==> config.mk <==
export PLATFORM = sky130hd
export DESIGN_NAME = line_buffer_ctrl
export DESIGN_NICKNAME = d
export VERILOG_FILES = /design/src/rtl/line_buffer_ctrl.sv
export SDC_FILE = /design/constraint.sdc
export NUM_CORES = 1
export LEC_CHECK = 0
export BUFFER_PORTS_ARGS = -buffer_cell sky130_fd_sc_hd__buf_4
export CELL_PAD_IN_SITES_DETAIL_PLACEMENT = 1
export CELL_PAD_IN_SITES_GLOBAL_PLACEMENT = 2
export CORE_MARGIN = 2
export CORE_UTILIZATION = 30
export CTS_BUF_LIST = sky130_fd_sc_hd__clkbuf_8
export DETAILED_ROUTE_END_ITERATION = 8
export PLACE_DENSITY_LB_ADDON = 0.1
export SYNTH_ARGS = -nofsm -noshare
export SYNTH_HDL_FRONTEND = slang
export SYNTH_SLANG_ARGS = --single-unit
==> constraint.sdc <==
create_clock -name Clk -period 2.8 [get_ports Clk]
set_input_delay 0.14 -clock Clk [delete_from_list [all_inputs] [get_ports Clk]]
set_output_delay 0.14 -clock Clk [all_outputs]
set_load 0.05 [all_outputs]
==> src/rtl/line_buffer_ctrl.sv <==
//----------------------------------------------------------------------------
// line_buffer_ctrl
//
// Drives a bank of four Line_Buffer instances for the Sobel front-end.
//
// Write side: the raw pixel stream is steered into one buffer at a time.
// After LINE_W pixels the target advances to the next buffer, cycling 0..3.
//
// Read side: once three full lines are held, and downstream is ready, three
// buffers are read together for LINE_W cycles. Each read cycle registers one
// 3x3 window for the Sobel kernel. A one-cycle interrupt marks every line
// that has been consumed.
//
// Ports
//   Clk            rising-edge clock
//   Rst_n          asynchronous active-low reset
//   pixel_valid_in pixel_in carries a pixel this cycle
//   pixel_in       incoming pixel
//   proc_ready_in  downstream can take a full line of windows
//   lb_data_out    pixel broadcast to all buffers (combinational)
//   lb_wr_en_out   one-hot write enable for buffers 0..3
//   lb_rd_en_out   read-advance enables for buffers 0..3
//   lb_rd_data0..3 three-pixel read data of buffers 0..3 (combinational)
//   window_out     {top, mid, bot}, with top in the most significant 24 bits
//   window_valid   window_out was loaded on the previous read cycle
//   intr_out       one-cycle pulse after each line is fully read
//   overflow_out   sticky flag: a pixel arrived while storage was full
//----------------------------------------------------------------------------
module line_buffer_ctrl #(
    parameter int unsigned LINE_W = 512,
    parameter int unsigned PIX_W  = 8
) (
    input  logic                 Clk,
    input  logic                 Rst_n,
    input  logic                 pixel_valid_in,
    input  logic [PIX_W-1:0]     pixel_in,
    input  logic                 proc_ready_in,
    output logic [PIX_W-1:0]     lb_data_out,
    output logic [3:0]           lb_wr_en_out,
    output logic [3:0]           lb_rd_en_out,
    input  logic [3*PIX_W-1:0]   lb_rd_data0,
    input  logic [3*PIX_W-1:0]   lb_rd_data1,
    input  logic [3*PIX_W-1:0]   lb_rd_data2,
    input  logic [3*PIX_W-1:0]   lb_rd_data3,
    output logic [9*PIX_W-1:0]   window_out,
    output logic                 window_valid,
    output logic                 intr_out,
    output logic                 overflow_out
);

    localparam int unsigned CNT_W  = (LINE_W > 1) ? $clog2(LINE_W) : 1;
    localparam int unsigned FILL_W = $clog2(4 * LINE_W) + 1;

    localparam logic [CNT_W-1:0]  LAST_POS   = CNT_W'(LINE_W - 1);
    localparam logic [FILL_W-1:0] FILL_FULL  = FILL_W'(4 * LINE_W);
    localparam logic [FILL_W-1:0] FILL_START = FILL_W'(3 * LINE_W);

    typedef enum logic {
        IDLE    = 1'b0,
        RD_LINE = 1'b1
    } state_t;

    state_t               state;
    logic [1:0]           wr_sel;
    logic [1:0]           rd_sel;
    logic [CNT_W-1:0]     wr_cnt;
    logic [CNT_W-1:0]     rd_cnt;
    logic [FILL_W-1:0]    fill_cnt;

    logic                 wr_fire;
    logic                 rd_fire;
    logic [1:0]           rd_sel_p1;
    logic [1:0]           rd_sel_p2;
    logic [3*PIX_W-1:0]   rd_data [4];
    logic [3*PIX_W-1:0]   row_top;
    logic [3*PIX_W-1:0]   row_mid;
    logic [3*PIX_W-1:0]   row_bot;

    // Three consecutive buffers starting at sel, wrapping modulo 4.
    function automatic logic [3:0] rd_mask(input logic [1:0] sel);
        logic [1:0] s1;
        logic [1:0] s2;
        logic [3:0] m;
        s1     = sel + 2'd1;
        s2     = sel + 2'd2;
        m      = '0;
        m[sel] = 1'b1;
        m[s1]  = 1'b1;
        m[s2]  = 1'b1;
        return m;
    endfunction

    //------------------------------------------------------------------------
    // Write side
    //------------------------------------------------------------------------
    assign lb_data_out = pixel_in;

    // The enable is also held low during reset, so a pixel that arrives
    // while reset is asserted is not written into the buffers.
    assign wr_fire      = pixel_valid_in & Rst_n;
    assign lb_wr_en_out = wr_fire ? (4'b0001 << wr_sel) : '0;

    always_ff @(posedge Clk or negedge Rst_n) begin
        if (!Rst_n) begin
            wr_cnt       <= '0;
            wr_sel       <= '0;
            overflow_out <= 1'b0;
        end else if (pixel_valid_in) begin
            if (wr_cnt == LAST_POS) begin
                wr_cnt <= '0;
                wr_sel <= wr_sel + 2'd1;
            end else begin
                wr_cnt <= wr_cnt + CNT_W'(1);
            end
            if (fill_cnt == FILL_FULL) begin
                overflow_out <= 1'b1;
            end
        end
    end

    //------------------------------------------------------------------------
    // Storage occupancy in pixels
    //------------------------------------------------------------------------
    // Each read cycle frees one pixel of the oldest line. The count saturates
    // when full; the write that arrives then still overwrites the oldest line.
    assign rd_fire = (state == RD_LINE);

    always_ff @(posedge Clk or negedge Rst_n) begin
        if (!Rst_n) begin
            fill_cnt <= '0;
        end else begin
            unique case ({pixel_valid_in, rd_fire})
                2'b10: begin
                    if (fill_cnt != FILL_FULL) begin
                        fill_cnt <= fill_cnt + FILL_W'(1);
                    end
                end
                2'b01:   fill_cnt <= fill_cnt - FILL_W'(1);
                default: fill_cnt <= fill_cnt;
            endcase
        end
    end

    //------------------------------------------------------------------------
    // Read side: window assembly
    //------------------------------------------------------------------------
    assign rd_data[0] = lb_rd_data0;
    assign rd_data[1] = lb_rd_data1;
    assign rd_data[2] = lb_rd_data2;
    assign rd_data[3] = lb_rd_data3;

    assign rd_sel_p1 = rd_sel + 2'd1;
    assign rd_sel_p2 = rd_sel + 2'd2;

    assign row_top = rd_data[rd_sel];
    assign row_mid = rd_data[rd_sel_p1];
    assign row_bot = rd_data[rd_sel_p2];

    //------------------------------------------------------------------------
    // Read FSM with registered outputs
    //------------------------------------------------------------------------
    // lb_rd_en_out is loaded on entry to RD_LINE and cleared on exit, so it
    // is high for exactly the LINE_W cycles spent in RD_LINE. The return to
    // IDLE always costs one cycle, which separates successive line reads.
    always_ff @(posedge Clk or negedge Rst_n) begin
        if (!Rst_n) begin
            state        <= IDLE;
            rd_sel       <= '0;
            rd_cnt       <= '0;
            lb_rd_en_out <= '0;
            window_out   <= '0;
            window_valid <= 1'b0;
            intr_out     <= 1'b0;
        end else begin
            window_valid <= 1'b0;
            intr_out     <= 1'b0;
            unique case (state)
                IDLE: begin
                    if ((fill_cnt >= FILL_START) && proc_ready_in) begin
                        state        <= RD_LINE;
                        lb_rd_en_out <= rd_mask(rd_sel);
                    end
                end
                RD_LINE: begin
                    window_out   <= {row_top, row_mid, row_bot};
                    window_valid <= 1'b1;
                    if (rd_cnt == LAST_POS) begin
                        rd_cnt       <= '0;
                        rd_sel       <= rd_sel + 2'd1;
                        intr_out     <= 1'b1;
                        lb_rd_en_out <= '0;
                        state        <= IDLE;
                    end else begin
                        rd_cnt <= rd_cnt + CNT_W'(1);
                    end
                end
                default: begin
                    state        <= IDLE;
                    lb_rd_en_out <= '0;
                end
            endcase
        end
    end

endmodule

==> results.ini <==
[sta]
slew_headroom_pct=37.5
worst_pin_slew_ns=0.938
finalCriticalPeriod_ns=2.23
finalSetupViolCount=0
slew_viol_final=0
fmax_mhz=448
fin_setup_tns_ns=0
rsz0062_at_grt=false
min_period_over_period_pct=79.6
skew_ns=0.0147
timing_hold_violations_final=0

[logic_synthesis]
synth_nets=704
syn_area_sq_um=6630
yosysSeqAreaShare_pct=43.1
ys_warn_count=0
synth_cell_types=46
async_reset_ff_share_pct=100
synth_edf_count=0
ys_ff_latch=114
synthFlopType=dfrtp_1
syn_avg_cell_area_sq_um=11.4
synthCells=583

[route]
avgViaCountPerCell=5.04
route.detailed.drc=0
dr_total_vias=5217
drtIter0Drc=159
routedWlPerCell_um=19.1
wirelength_um=19800
ant_nets=0
drt-pass1-iter-count=4

[setup_path]
cp-start-kind=flop
cp-end-kind=flop
crit_fanout=16
critical_path_class=reg -> reg
critPathArrivalTime_ns=2.54
cp_data_required_time_ns=3.11

[layout]
area_delta_synth_final_pct=29.5
n_antenna_cell=0
fillers=2450
final_common_cell=buf_4
nNetsFinal=865
final_cell_mix=buf_4 (189), dfrtp_1 (111), mux2_2 (101)
drive_gt1_share_pct=47.1
seqCellArea_sq_um=2860
multiInputGateArea_sq_um=3460
fin_area_sq_um=8580

[global_routing]
grt_pass1_vias=5837
grt_max_degree=72
grt_usage_pct=17.3
grt_overflow=0
grt_first_pass_wirelength_um=32000
antenna_found_initial=0

[placement]
gp_congestion=0.764
dp.final_hpwl_um=14000
portBuffers=182
dpl_cell_area_sq_um=8170

[clock_network]
cts_made_buffers=17
path_clk_slew_ns=0.07
clk_latency_ns=0.44
cts.path.max_buffers=2
cts.sinks=114
ctsHtreeMaxLevel=4
cts-root-buf=clkbuf_8
cts_tree=done

[die]
rows=54
initial_core_util_pct=30.5
coreArea_sq_um=21800
die_width_um=153
die_h_um=153
ios=199
die_area_sq_um=23300

[power]
pwr_density_cell_nw_per_um2=552
p_leak_nw=3.74
vdd_drop_max_mv=0.270

[outcome]
status=finished clean

[run]
cap_violations=0

[worst_hold_path]
hold_class=in -> reg

[state kept, by name (all words and copies together) (netlist names)]
| register | cells |
|---|---|
| window_out | 72 |
| fill_cnt | 12 |
| rd_cnt | 9 |
| wr_cnt | 9 |
| lb_rd_en_out | 4 |
| rd_sel | 2 |
| wr_sel | 2 |
| intr_out | 1 |
| overflow_out | 1 |
| rd_fire | 1 |
| window_valid | 1 |
[Yosys cell counts, types with 4 or more instances]
master    instances  area share [%]
inv_1             8            0.45
nor2_1           12            0.68
o21ai_0          64             4.8
nor3_1            9            0.68
mux2_2          101              17
dfrtp_1         114              43
buf_4            12             1.4
nand2_1          72             4.1
clkbuf_1         13            0.74
ha_1             13             2.5
mux2i_1          33             5.0
and3_1           13             1.2
or3_1             4            0.38
a21oi_1           8            0.60
xnor2_1          12             1.6
mux4_2           24             8.2
nand4_1           5            0.47
buf_1             8            0.45
buf_2            14             1.1
a22o_1            5            0.66
[metal layers]
| metal | track usage, % | wire, um | part of all wire, % | vias up |
|---|---|---|---|---|
| met5 | 0 | 0 | 0 | - |
| met4 | 4.50 | 238 | 1.2 | 0 |
| met3 | 6.60 | 1460 | 7.4 | 24 |
| met2 | 28.7 | 9680 | 49 | 129 |
| met1 | 21.3 | 8410 | 43 | 2644 |
| li1 | - | - | - | 2420 |
[final cells by class]
class | instances | share of cell area (%)
well taps | 280 | 4.08
repair buffers | 192 | 17.1
clock buffers | 19 | 3.05
flip-flops and latches | 114 | 33.3
multi-input cells | 410 | 40.4
inverters | 9 | 0.394
clock inverters | 12 | 1.65
[metrics by stage]
stage                     hold slack (ns)  power, W  utilization, %  setup slack [ns]  instances
final                              0.0868   0.00474            39.4             0.570       1036
after global routing               0.0860   0.00502            39.4             0.423       1036
after CTS                          0.0682   0.00482            39.4             0.529       1036
after detailed placement            0.248   0.00315            37.5             0.547       1004
after global placement              0.233   0.00311            37.5             0.597       1004
after floorplan                    -0.156   0.00281               -            0.0286        583
[where the power goes]
| part | internal (W) | switching (W) |
|---|---|---|
| clock | 0.000911 | 0.000719 |
| sequential | 0.00183 | 0.000262 |
| combinational | 0.000464 | 0.000553 |
| total | 0.00321 | 0.00153 |
[repair_timing]
| action | CTS | global route |
|---|---|---|
| setup buffers | 0 | 0 |
| setup endpoints to repair | 0 | 0 |
| hold buffers | 1 | 0 |
| resized for setup | 0 | 0 |
| endpoints found under the hold margin | 43 | 0 |
[logic make-up after synthesis]
kind of cell | count (synthesis) | synth area share (%)
XOR/XNOR | 15 | 1.98
adder cells (fa/ha/maj) | 13 | 2.45
buffers and inverters | 59 | 4.68
AO/OA/AOI/OAI | 86 | 7.12
AND/OR/NAND/NOR | 137 | 10.2
multiplexers | 159 | 30.5
flip-flops | 114 | 43.1
[critical path: stages, from the launching register on]
cell     delay [ns]
dfrtp_4        0.61
inv_1          0.15
ha_1           0.35
buf_4          0.22
mux4_2         0.51
mux2_2         0.27
[path summary, 6_finish.rpt]
path / start / end / slack, ns / cells past startpoint
max in group asynchronous: Rst_n / window_out[47] / 1.65 / 3
worst min register to register: overflow_out / overflow_out / 0.49 / 1
worst min-delay path: pixel_valid_in / overflow_out / 0.09 / 2
worst max-delay path: rd_sel[0] / window_out[47] / 0.57 / 5
worst max register to register: rd_sel[0] / window_out[47] / 0.57 / 5
min in group asynchronous: Rst_n / fill_cnt[11] / 0.29 / 2
Note: power is estimated with default switching activity, not from simulation.
